### config.mk
export PLATFORM = sky130hd
export DESIGN_NAME = dvp_capture
export DESIGN_NICKNAME = d
export VERILOG_FILES = /design/src/rtl/dvp_capture.sv
export SDC_FILE = /design/constraint.sdc
export NUM_CORES = 1
export LEC_CHECK = 0
export CORE_MARGIN = 2
export CORE_UTILIZATION = 55
export DETAILED_ROUTE_END_ITERATION = 10
export GPL_TIMING_DRIVEN = 0
export PLACE_DENSITY = 0.88
export SYNTH_ARGS = -nofsm -noshare
export SYNTH_HDL_FRONTEND = slang
export SYNTH_SLANG_ARGS = --single-unit
### constraint.sdc
create_clock -name cam_pclk -period 5.8 [get_ports cam_pclk]
set_input_delay 0.58 -clock cam_pclk [delete_from_list [all_inputs] [get_ports cam_pclk]]
set_output_delay 0.58 -clock cam_pclk [all_outputs]
set_load 0.02 [all_outputs]
### src/rtl/dvp_capture.sv
// DVP camera capture: skips settling frames, packs byte pairs into RGB565 writes.
// Optional DVP_TEST_PATTERN_EN replaces camera data with an x/y gradient.
module dvp_capture #(
  parameter int H_DISP     = 1024,
  parameter int V_DISP     = 768,
  parameter int WAIT_FRAME = 10
) (
  input  logic        cam_pclk,
  input  logic        sys_rst_n,
  input  logic        cam_vsync,
  input  logic        cam_href,
  input  logic [7:0]  cam_data,
  output logic        wr_en,
  output logic [15:0] wr_data,
  output logic        frame_start,
  output logic        frame_valid,
  output logic [10:0] pixel_xpos,
  output logic [10:0] pixel_ypos,
  output logic        line_err
);

  typedef enum logic {S_WAIT, S_CAP} state_t;

  localparam logic [10:0] HL  = 11'(H_DISP);
  localparam logic [10:0] VL  = 11'(V_DISP);
  localparam logic [10:0] SAT = 11'h7FF;
  localparam logic [3:0]  WL  = 4'(WAIT_FRAME - 1);

  state_t      state_q;
  logic        vs_q, vs_prev_q;
  logic        hr_q, hr_prev_q;
  logic [7:0]  data_q, hi_q;
  logic        tog_q;
  logic [3:0]  fcnt_q;
  logic [10:0] xcnt_q, xpos_q, ypos_q;
  logic [15:0] wdata_q;
  logic        wr_en_q, fs_q, fv_q, le_q;

  logic        vs_rise, hr_fall, in_line;
  logic [10:0] xcnt_d, ypos_d;
  logic [15:0] pix_d;

  assign vs_rise = vs_q & ~vs_prev_q;
  // a line only ends if it was open while vsync was low
  assign hr_fall = hr_prev_q & ~hr_q & ~vs_prev_q;
  assign in_line = hr_q & ~vs_q;
  assign xcnt_d  = (xcnt_q == SAT) ? xcnt_q : xcnt_q + 11'd1;
  assign ypos_d  = (ypos_q == SAT) ? ypos_q : ypos_q + 11'd1;

`ifdef DVP_TEST_PATTERN_EN
  assign pix_d = {xcnt_q[7:3], ypos_q[7:2], xcnt_q[7:3]};
`else
  assign pix_d = {hi_q, data_q};
`endif

  always_ff @(posedge cam_pclk or negedge sys_rst_n) begin
    if (!sys_rst_n) begin
      state_q   <= S_WAIT;
      vs_q      <= 1'b0;
      vs_prev_q <= 1'b0;
      hr_q      <= 1'b0;
      hr_prev_q <= 1'b0;
      data_q    <= 8'd0;
      hi_q      <= 8'd0;
      tog_q     <= 1'b0;
      fcnt_q    <= 4'd0;
      xcnt_q    <= 11'd0;
      xpos_q    <= 11'd0;
      ypos_q    <= 11'd0;
      wdata_q   <= 16'd0;
      wr_en_q   <= 1'b0;
      fs_q      <= 1'b0;
      fv_q      <= 1'b0;
      le_q      <= 1'b0;
    end else begin
      vs_q      <= cam_vsync;
      hr_q      <= cam_href;
      data_q    <= cam_data;
      vs_prev_q <= vs_q;
      hr_prev_q <= hr_q;
      wr_en_q   <= 1'b0;
      fs_q      <= 1'b0;
      le_q      <= 1'b0;
      unique case (state_q)
        S_WAIT: begin
          if (vs_rise) begin
            if (fcnt_q == WL) begin
              fv_q    <= 1'b1;
              fs_q    <= 1'b1;
              state_q <= S_CAP;
            end else begin
              fcnt_q <= fcnt_q + 4'd1;
            end
          end
        end
        S_CAP: begin
          if (!in_line) begin
            tog_q <= 1'b0;
          end else if (!tog_q) begin
            hi_q  <= data_q;
            tog_q <= 1'b1;
          end else begin
            tog_q   <= 1'b0;
            wdata_q <= pix_d;
            wr_en_q <= (xcnt_q < HL) && (ypos_q < VL);
            xpos_q  <= xcnt_q;
            xcnt_q  <= xcnt_d;
          end
          if (hr_fall) begin
            le_q   <= tog_q || (xcnt_q != HL);
            xcnt_q <= 11'd0;
            xpos_q <= 11'd0;
            if (xcnt_q != 11'd0) ypos_q <= ypos_d;
          end
          // frame start wins over a coincident line end
          if (vs_rise) begin
            fs_q   <= 1'b1;
            ypos_q <= 11'd0;
          end
        end
      endcase
    end
  end

  assign wr_en       = wr_en_q;
  assign wr_data     = wdata_q;
  assign frame_start = fs_q;
  assign frame_valid = fv_q;
  assign pixel_xpos  = xpos_q;
  assign pixel_ypos  = ypos_q;
  assign line_err    = le_q;

endmodule

Word level (Yosys, flattened, before mapping)
Index checks and enable logic that the tools add are counted.
- bits of input ports: 12
- bits in registers: 79
- equal/unequal tests: 6
- order comparisons: 2
- $add $sub $neg: 3
- muxes and demuxes: 23
- bitwise gates (word level): 10
- reductions and logical operators: 14
- operators with widths (kind ; number):
    11-bit 2-to-1 mux ; 11
    11-bit by 1-bit adder with 11-bit output (second input constant) ; 2
    11-bit equality test (second input constant) ; 2
    3-bit AND reduction ; 5
    11-bit by 10-bit < comparator with 1-bit output (second input constant) ; 1
    11-bit < comparator (second input constant) ; 1
    1-bit 2-to-1 mux ; 11
    11-bit inequality test (second input constant) ; 1
    11-bit nonzero test ; 1
    4-bit AND reduction ; 2
    2-bit nonzero test ; 4
    1-bit NOT ; 6
    4-bit by 1-bit adder with 4-bit output (second input constant) ; 1
    1-bit AND ; 4
    4-bit equality test (second input constant) ; 1
    2-bit inequality test (second input constant) ; 2
    1-bit one-hot mux with 2 select lines ; 1
    1-bit logical AND ; 1
    1-bit logical OR ; 1

Logic depth before layout (Yosys ltp)
Gate-level depths: netlist of run 1.
- depth after elaboration: 5
- mapped depth: 8

Least setup slack after synthesis of run 1
No wires, ideal clock.
- path kind: register to register
- start point: register hr_q
- end point: register ypos_q[3] (netlist: pixel_ypos[3])
- setup slack: 3.804 ns
- data required time: 5.720 ns
- clock period less this slack: 1.996 ns
- cell stages (with the launch flop): 7
- arrival: 1.915 ns
- library setup time: 0.080 ns
- cell sequence: dfrtp_1 -> nor3b_4 -> nand2_4 -> or4_4 -> buf_6 -> or3_1 -> o211ai_2
- word-level cells in the longest chain between the ends: 5
- RTL lines (element ; line ; RTL):
    start: declaration ; 31 ; logic hr_q, hr_prev_q;
    start signal: assignment ; 77 ; hr_q <= cam_href;
    1-bit NOT ; 45 ; assign hr_fall = hr_prev_q & ~hr_q & ~vs_prev_q;
    1-bit AND (2 in a row) ; 45 ;
    2-bit nonzero test (no line) ; n/a ;
    4-bit AND reduction (no line) ; n/a ;
    end signal: assignment ; 113 ; if (xcnt_q != 11'd0) ypos_q <= ypos_d;
    end: declaration ; 35 ; logic [10:0] xcnt_q, xpos_q, ypos_q;
Every way passes these cells.
A chain may end at the register's enable or synchronous reset.

Worst setup path after layout of run 1
- start point: register xcnt_q[0]
- end point: register ypos_q[8] (netlist: pixel_ypos[8])
- word-level cells in the longest chain between the ends: 3
- RTL lines (element ; line ; RTL):
    start: declaration ; 35 ;
    start signal: assignment ; 107 ; xcnt_q <= xcnt_d;
    11-bit nonzero test ; 113 ;
    2-bit nonzero test (no line) ; n/a ;
    4-bit AND reduction (no line) ; n/a ;
Every way passes these cells.

==> results.md, run 1 <==
* Status: completed
* Worst-Margin Slew at 1.10 ns
* Average size of a mapped cell at 10.8 um2
* Core ar. at 5850 um2
* Tot Pwr at 1480 uW
* Worst slew margin at 0.266
* Largest net degree at the start of global routing at 67
* Post-CTS setup buffer count at 0
* Vias in the first global route at 2472
* Avg WL per Cell at 15.7 um
* Global route total overflow at 0
* Layout Utilization at 0.707
* Post-Syn Area at 3290 um2
* Post-synthesis sequential area ratio at 0.601
* First-pass GRT wire length at 11.8 mm
* Site row count at 28
* Power share of the combinational group at 0.236
* Die Width at 81.3 um
* Die Ht at 81.3 um
* Max-slew violation count at 0
* #FFs+latches synth at 79
* Post-route ant nets at 0
* Top cells by area, synth: dfrtp_1, nand2_1, mux2_2
* Initial core utilization at 0.562
* Post-synth top cells: dfrtp_1, nand2_1, nand3_1, o21ai_0, nor2_1
* Clock Skew at 0.00700 ns
* Final Hold Viols at 0
* DRT iter0 DRCs at 182
* Post-layout nets at 385
* Die area at 6610 um2
* Max IR drop VDD at 0.000270 V
* Final worst slack at 3.51 ns
* CP Data Required Time at 6.08 ns
* Gp weighted congestion at 0.917
* # IOs at 54
* Post-synthesis cell count at 303
* PortBufs at 53
* Synth warnings at 0
* WP buf/inv at 2
* Sequential power share at 0.484
* Largest stage delay, worst path at 0.51 ns
* Gr usage total at 0.237
* Drt pass-1 iters at 5
* Number of setup violations in the final report at 0
* Final WL at 7.02 mm
* Static Leak at 0.00183 uW
* Vias per inst at 5.69
* Unique masters post-synth at 50
* # resized after CTS at 0
* Area post-placement at 3940 um2
* Clock network power share at 0.281
* CTS tree: built
* Startpoint type of the worst setup path: register
* Top cell type's share of synthesized area at 0.601
* Primary FF master, synth: dfrtp_1
* Root Driver: clkbuf_8
* Area growth syn-to-layout at 25.9%
* Data arrival, critical path at 2.56 ns
* CP Max Fanout at 9
* Post-layout min period at 2.29 ns
* # clock sinks at 79
* Total negative slack at 0 ns
* Post-Place Setup Slack at 3.55 ns
* Asr flop ratio synth at 1.00
* Worst Setup End Kind: register
* Worst path slowest cell: or4b_1
* Fmax at 0.437 GHz
* Post-synth top area cell: dfrtp_1
* Design area at 4140 um2
* Clock transition at the registers of the reported paths at 0.08 ns
* Pint at 1010 uW
* Worst Hold Class: primary input to asynchronous set/reset pin
* DR vias at 2549
* Most common cell in the netlist: dfrtp_1
* DRC violations left at 0
* Max-cap violations at 0
* Cell Chain, Critical Path: inv_1 > ha_1 > or4b_1 > nor3_2 > or3_1 > buf_2 > nand2_1 > a22oi_1
* Post-synth EDFFs at 0
* Switch Pwr at 465 uW
* Pwr/cell area at 357 nW/um2
* WS Path Type: register to register
* Final period util at 0.395
* Layout cells sized above 1 at 0.102
* Clock Latency Late Sink at 0.36 ns
* Post-DP HPWL at 4.90 mm
* Post-CTS Hold Buffers at 0
* Switching Fraction at 0.315
* Initial antenna violation count at 0
* Mapped Nets at 320
* CTS Buf Count at 9
* Unrepaired setup endpoints after global routing: no
* Antenna Cells at 0
* Buffer depth of the longest clock path at 2
* Htree depth at 3
* Top delay family on crit path: simple AND/OR/NAND/NOR gates
worst paths after layout:
kind	start	slack (ns)	endpoint	cells past startpoint
min in group cam_pclk	frame_valid$_DFFE_PN0P_	0.47	frame_valid$_DFFE_PN0P_	1
max in group asynchronous	sys_rst_n	5.17	wr_data[1]$_DFFE_PN0P_	2
worst min-delay path	sys_rst_n	0.06	fcnt_q[3]$_DFFE_PN0P_	1
worst max-delay path	xcnt_q[0]$_DFFE_PN0P_	3.51	pixel_ypos[8]$_DFFE_PN0P_	8
worst max register to register	xcnt_q[0]$_DFFE_PN0P_	3.51	pixel_ypos[8]$_DFFE_PN0P_	8
worst min register to register	frame_valid$_DFFE_PN0P_	0.47	frame_valid$_DFFE_PN0P_	1
power groups by stage:
stage,logic [uW],registers (uW),clock network (uW)
CTS,353,715,421
global route,384,730,443
detailed placement,349,725,0
finish,348,714,414
global placement,333,721,0
floorplan,145,767,0
final cells by class:
class,instances,area [um2]
tap,75,93.8
buffer,12,55.1
fill,423,1710
clock buffer,9,124
timing repair buffer,54,556
inverter,11,41.3
multi-input combinational,201,1210
clock inverter,7,78.8
sequential,79,1980
cell families (layout without fill, tap and decap cells):
kind of cell,count (synthesis),count (layout),share of synthesized area
and+or+nand+nor,129,129,0.190
adders and majority gates,5,5,0.0190
buffers and inverters,23,93,0.0293
AOI/OAI and AO/OA,55,55,0.121
xor gates and xnor gates,3,3,0.00800
muxes,9,9,0.0305
DFF,79,79,0.601
routing by layer:
metal,wire length (um),up-vias,global-route usage
met4,144,0,0.107
met5,0,-,0
met1,2990,1238,0.315
met2,3530,92,0.378
li1,-,1205,-
met3,361,14,0.0456
layout by cell type (no fill, tap or decap), types with 8 or more instances in the layout:
master | Yosys | routed
clkbuf_8 | 0 | 9
clkdlybuf4s50_1 | 0 | 52
o21ai_0 | 14 | 14
nand3_1 | 14 | 14
inv_1 | 11 | 11
dfrtp_1 | 79 | 79
clkbuf_1 | 8 | 8
mux2_2 | 8 | 8
nor2_1 | 13 | 13
a22o_1 | 9 | 9
nand2_1 | 70 | 70
through the flow:
step	hold slack [ns]	std cells
final	0.0609	448
after global routing	0.0683	448
after CTS	0.0606	448
after detailed placement	0.450	432
after global placement	0.444	431
after floorplan	0.284	303
state kept, by name, summed over array words and instances, names as in the netlist, 4 cells and up:
name        cells
hi_q            8
xcnt_q         11
pixel_xpos     11
pixel_ypos     11
wr_data        16
data_q          8
fcnt_q          4
Note: power is estimated with default switching activity, not from simulation.
==> run 2, diff against run 1 <==
Settings changed: CORE_UTILIZATION 55 to 48, PLACE_DENSITY 0.88 to 0.82.
Clock period 5.8 ns to 2.1 ns, I/O delays scaled along.
==> run 2 against run 1 <==
Net effect: utilization down 8.2 points; register-to-register slack lost 3.4 ns; clock power grew to 2.6 times the previous value; critical endpoint is now pixel_ypos[3]$_DFFE_PN0P_; fmax grew 14%; sequential share of layout area decreased by 0.73 points.
==> results.md, run 2 (synthesis gave the netlist of run 1 again) <==
* Status: completed (unchanged)
* Data arrival, critical path at 2.28 ns (was 2.56 ns)
* Avg WL per Cell at 15.3 um (was 15.7 um)
* Max-slew violation count at 0 (unchanged)
* Buffer depth of the longest clock path at 2 (unchanged)
* PortBufs at 53 (unchanged)
* Clock Skew at 0.0112 ns (was 0.00700 ns)
* Final worst slack at 0.0902 ns (was 3.51 ns)
* Area growth syn-to-layout at 27.9% (was 25.9%)
* Gr usage total at 0.203 (was 0.237)
* Die Ht at 86.8 um (was 81.3 um)
* Gp weighted congestion at 0.882 (was 0.917)
* Antenna Cells at 0 (unchanged)
* Layout cells sized above 1 at 0.128 (was 0.102)
* Post-Place Setup Slack at -0.217 ns (was 3.55 ns)
* Vias per inst at 5.65 (was 5.69)
* CTS Buf Count at 9 (unchanged)
* CTS tree: built (unchanged)
* Max IR drop VDD at 0.000697 V (was 0.000270 V)
* Vias in the first global route at 2458 (was 2472)
* Fmax at 0.498 GHz (was 0.437 GHz)
* Worst Setup End Kind: register (unchanged)
* Die area at 7530 um2 (was 6610 um2)
* Cell Chain, Critical Path: inv_2 > ha_1 > or4b_4 > nor3_4 > or4_4 > or3_4 > o211ai_2 (was inv_1 > ha_1 > or4b_1 > nor3_2 > or3_1 > buf_2 > nand2_1 > a22oi_1)
* Area post-placement at 3940 um2 (about the same)
* CP Data Required Time at 2.37 ns (was 6.08 ns)
* DRT iter0 DRCs at 238 (was 182)
* Final WL at 6.96 mm (was 7.02 mm)
* First-pass GRT wire length at 11.8 mm (about the same)
* Root Driver: clkbuf_8 (unchanged)
* Filler Cells Inserted at 542 (was 423)
* Placed Cells incl. Taps at 437 (was 432)
* Finished Layout Cells at 455 (was 448)
* Post-DP HPWL at 4.76 mm (was 4.90 mm)
* Pwr/cell area at 972 nW/um2 (was 357 nW/um2)
* Initial antenna violation count at 0 (unchanged)
* Worst path slowest cell: or4_4 (was or4b_1)
* Largest net degree at the start of global routing at 61 (was 67)
* Max-cap violations at 0 (unchanged)
* Drt pass-1 iters at 4 (was 5)
* Core ar. at 6720 um2 (was 5850 um2)
* Number of setup violations in the final report at 0 (unchanged)
* Worst slew margin at 0.529 (was 0.266)
* Die Width at 86.8 um (was 81.3 um)
* Final Hold Viols at 0 (unchanged)
* Final period util at 0.957 (was 0.395)
* Post-layout nets at 387 (was 385)
* WS Path Type: register to register (unchanged)
* Post-layout min period at 2.01 ns (was 2.29 ns)
* Post-route ant nets at 0 (unchanged)
* Most common cell after layout, fill and taps aside: dfrtp_1 (unchanged)
* Largest stage delay, worst path at 0.54 ns (was 0.51 ns)
* Clock transition at the registers of the reported paths at 0.08 ns (about the same)
* R2R cell count at 7 (was 8)
* DRC violations left at 0 (unchanged)
* Unrepaired setup endpoints after global routing: no (unchanged)
* Clock Latency Late Sink at 0.35 ns (was 0.36 ns)
* CP Max Fanout at 6 (was 9)
* Max FFs per register at 16 (unchanged)
* Startpoint type of the worst setup path: register (unchanged)
* Worst-Margin Slew at 0.704 ns (was 1.10 ns)
* # clock sinks at 79 (unchanged)
* Site row count at 30 (was 28)
* DR vias at 2569 (was 2549)
* Htree depth at 3 (unchanged)
* # IOs at 54 (unchanged)
* Worst Hold Class: primary input to asynchronous set/reset pin (unchanged)
* Design area at 4200 um2 (was 4140 um2)
* Static Leak at 0.00186 uW (was 0.00183 uW)
* Initial core utilization at 0.489 (was 0.562)
* Global route total overflow at 0 (unchanged)
* Most frequent cells in the layout: dfrtp_1, nand2_1, clkdlybuf4s50_1 (unchanged)
run 2: cell count changes in the layout (fill, tap and decap cells not counted), sizes merged:
| cell | previous run | this run |
|---|---|---|
| buf | 6 | 9 |
| inv | 13 | 11 |
| clkinv | 1 | 2 |
| clkinvlp | 3 | 2 |
| dlygate4sd3 | 0 | 1 |
run 2: cell type report:
class / instances / area [um2] / share of cell area
sequential: 79 / 1980 / 0.470
multi-input combinational: 201 / 1260 / 0.299
clock inverter: 5 / 58.8 / 0.0140
timing repair buffer: 59 / 596 / 0.142
clock buffer: 11 / 131 / 0.0313
buffer: 9 / 42.5 / 0.0101
tap: 80 / 100 / 0.0238
inverter: 11 / 41.3 / 0.00982
run 2: worst max-delay path: cells and delay by family, from the launching register on:
family	cells	cell delay [ns]
AO/OA/AOI/OAI	1	0.06
flip-flops	1	0.41
AND/OR/NAND/NOR	4	1.21
adder cells (fa/ha/maj)	1	0.19
buffers and inverters	1	0.06
run 2: per-stage QoR:
step	hold slack [ns]	utilization	total power (uW)	TNS (ns)
2_1_floorplan	-0.0856	-	2520	0
3_3_place_gp	0.444	0.583	2920	-148.81
3_5_place_dp	0.113	0.587	2960	-2.75
4_1_cts	0.274	0.622	4100	0
5_1_grt	0.282	0.626	4310	0
6_report	0.279	0.626	4080	0
run 2: path summary, 6_finish.rpt:
path,startpoint,endpoint,slack [ns]
max,xcnt_q[0]$_DFFE_PN0P_,pixel_ypos[3]$_DFFE_PN0P_,0.09
min in group cam_pclk,cam_data[1],data_q[1]$_DFF_PN0_,0.29
max in group asynchronous,sys_rst_n,wr_data[6]$_DFFE_PN0P_,1.26
min reg2reg,data_q[2]$_DFF_PN0_,wr_data[2]$_DFFE_PN0P_,0.47
max reg2reg,xcnt_q[0]$_DFFE_PN0P_,pixel_ypos[3]$_DFFE_PN0P_,0.09
min,sys_rst_n,state_q$_DFF_PN0_,0.28
run 2: report_power, final:
group / leakage [uW] / switching [uW] / internal (uW)
combinational: 0.000724 / 525 / 491
sequential: 0.00105 / 190 / 1790
clock: 0.0000895 / 540 / 550
run 2: what timing repair did:
action	in CTS	in global routing
hold buffers	1	0
resized for setup	5	11
hold endpoints to repair	19	0
pin swaps	2	3
endpoints found under the setup margin	24	17
buffers inserted	2	2
run 2: routing by layer:
metal	global-route usage	wire, um	vias up
met5	0	0	-
met4	0.108	135	0
met3	0.0276	332	13
met2	0.315	3350	82
met1	0.280	3140	1276
li1	-	-	1198
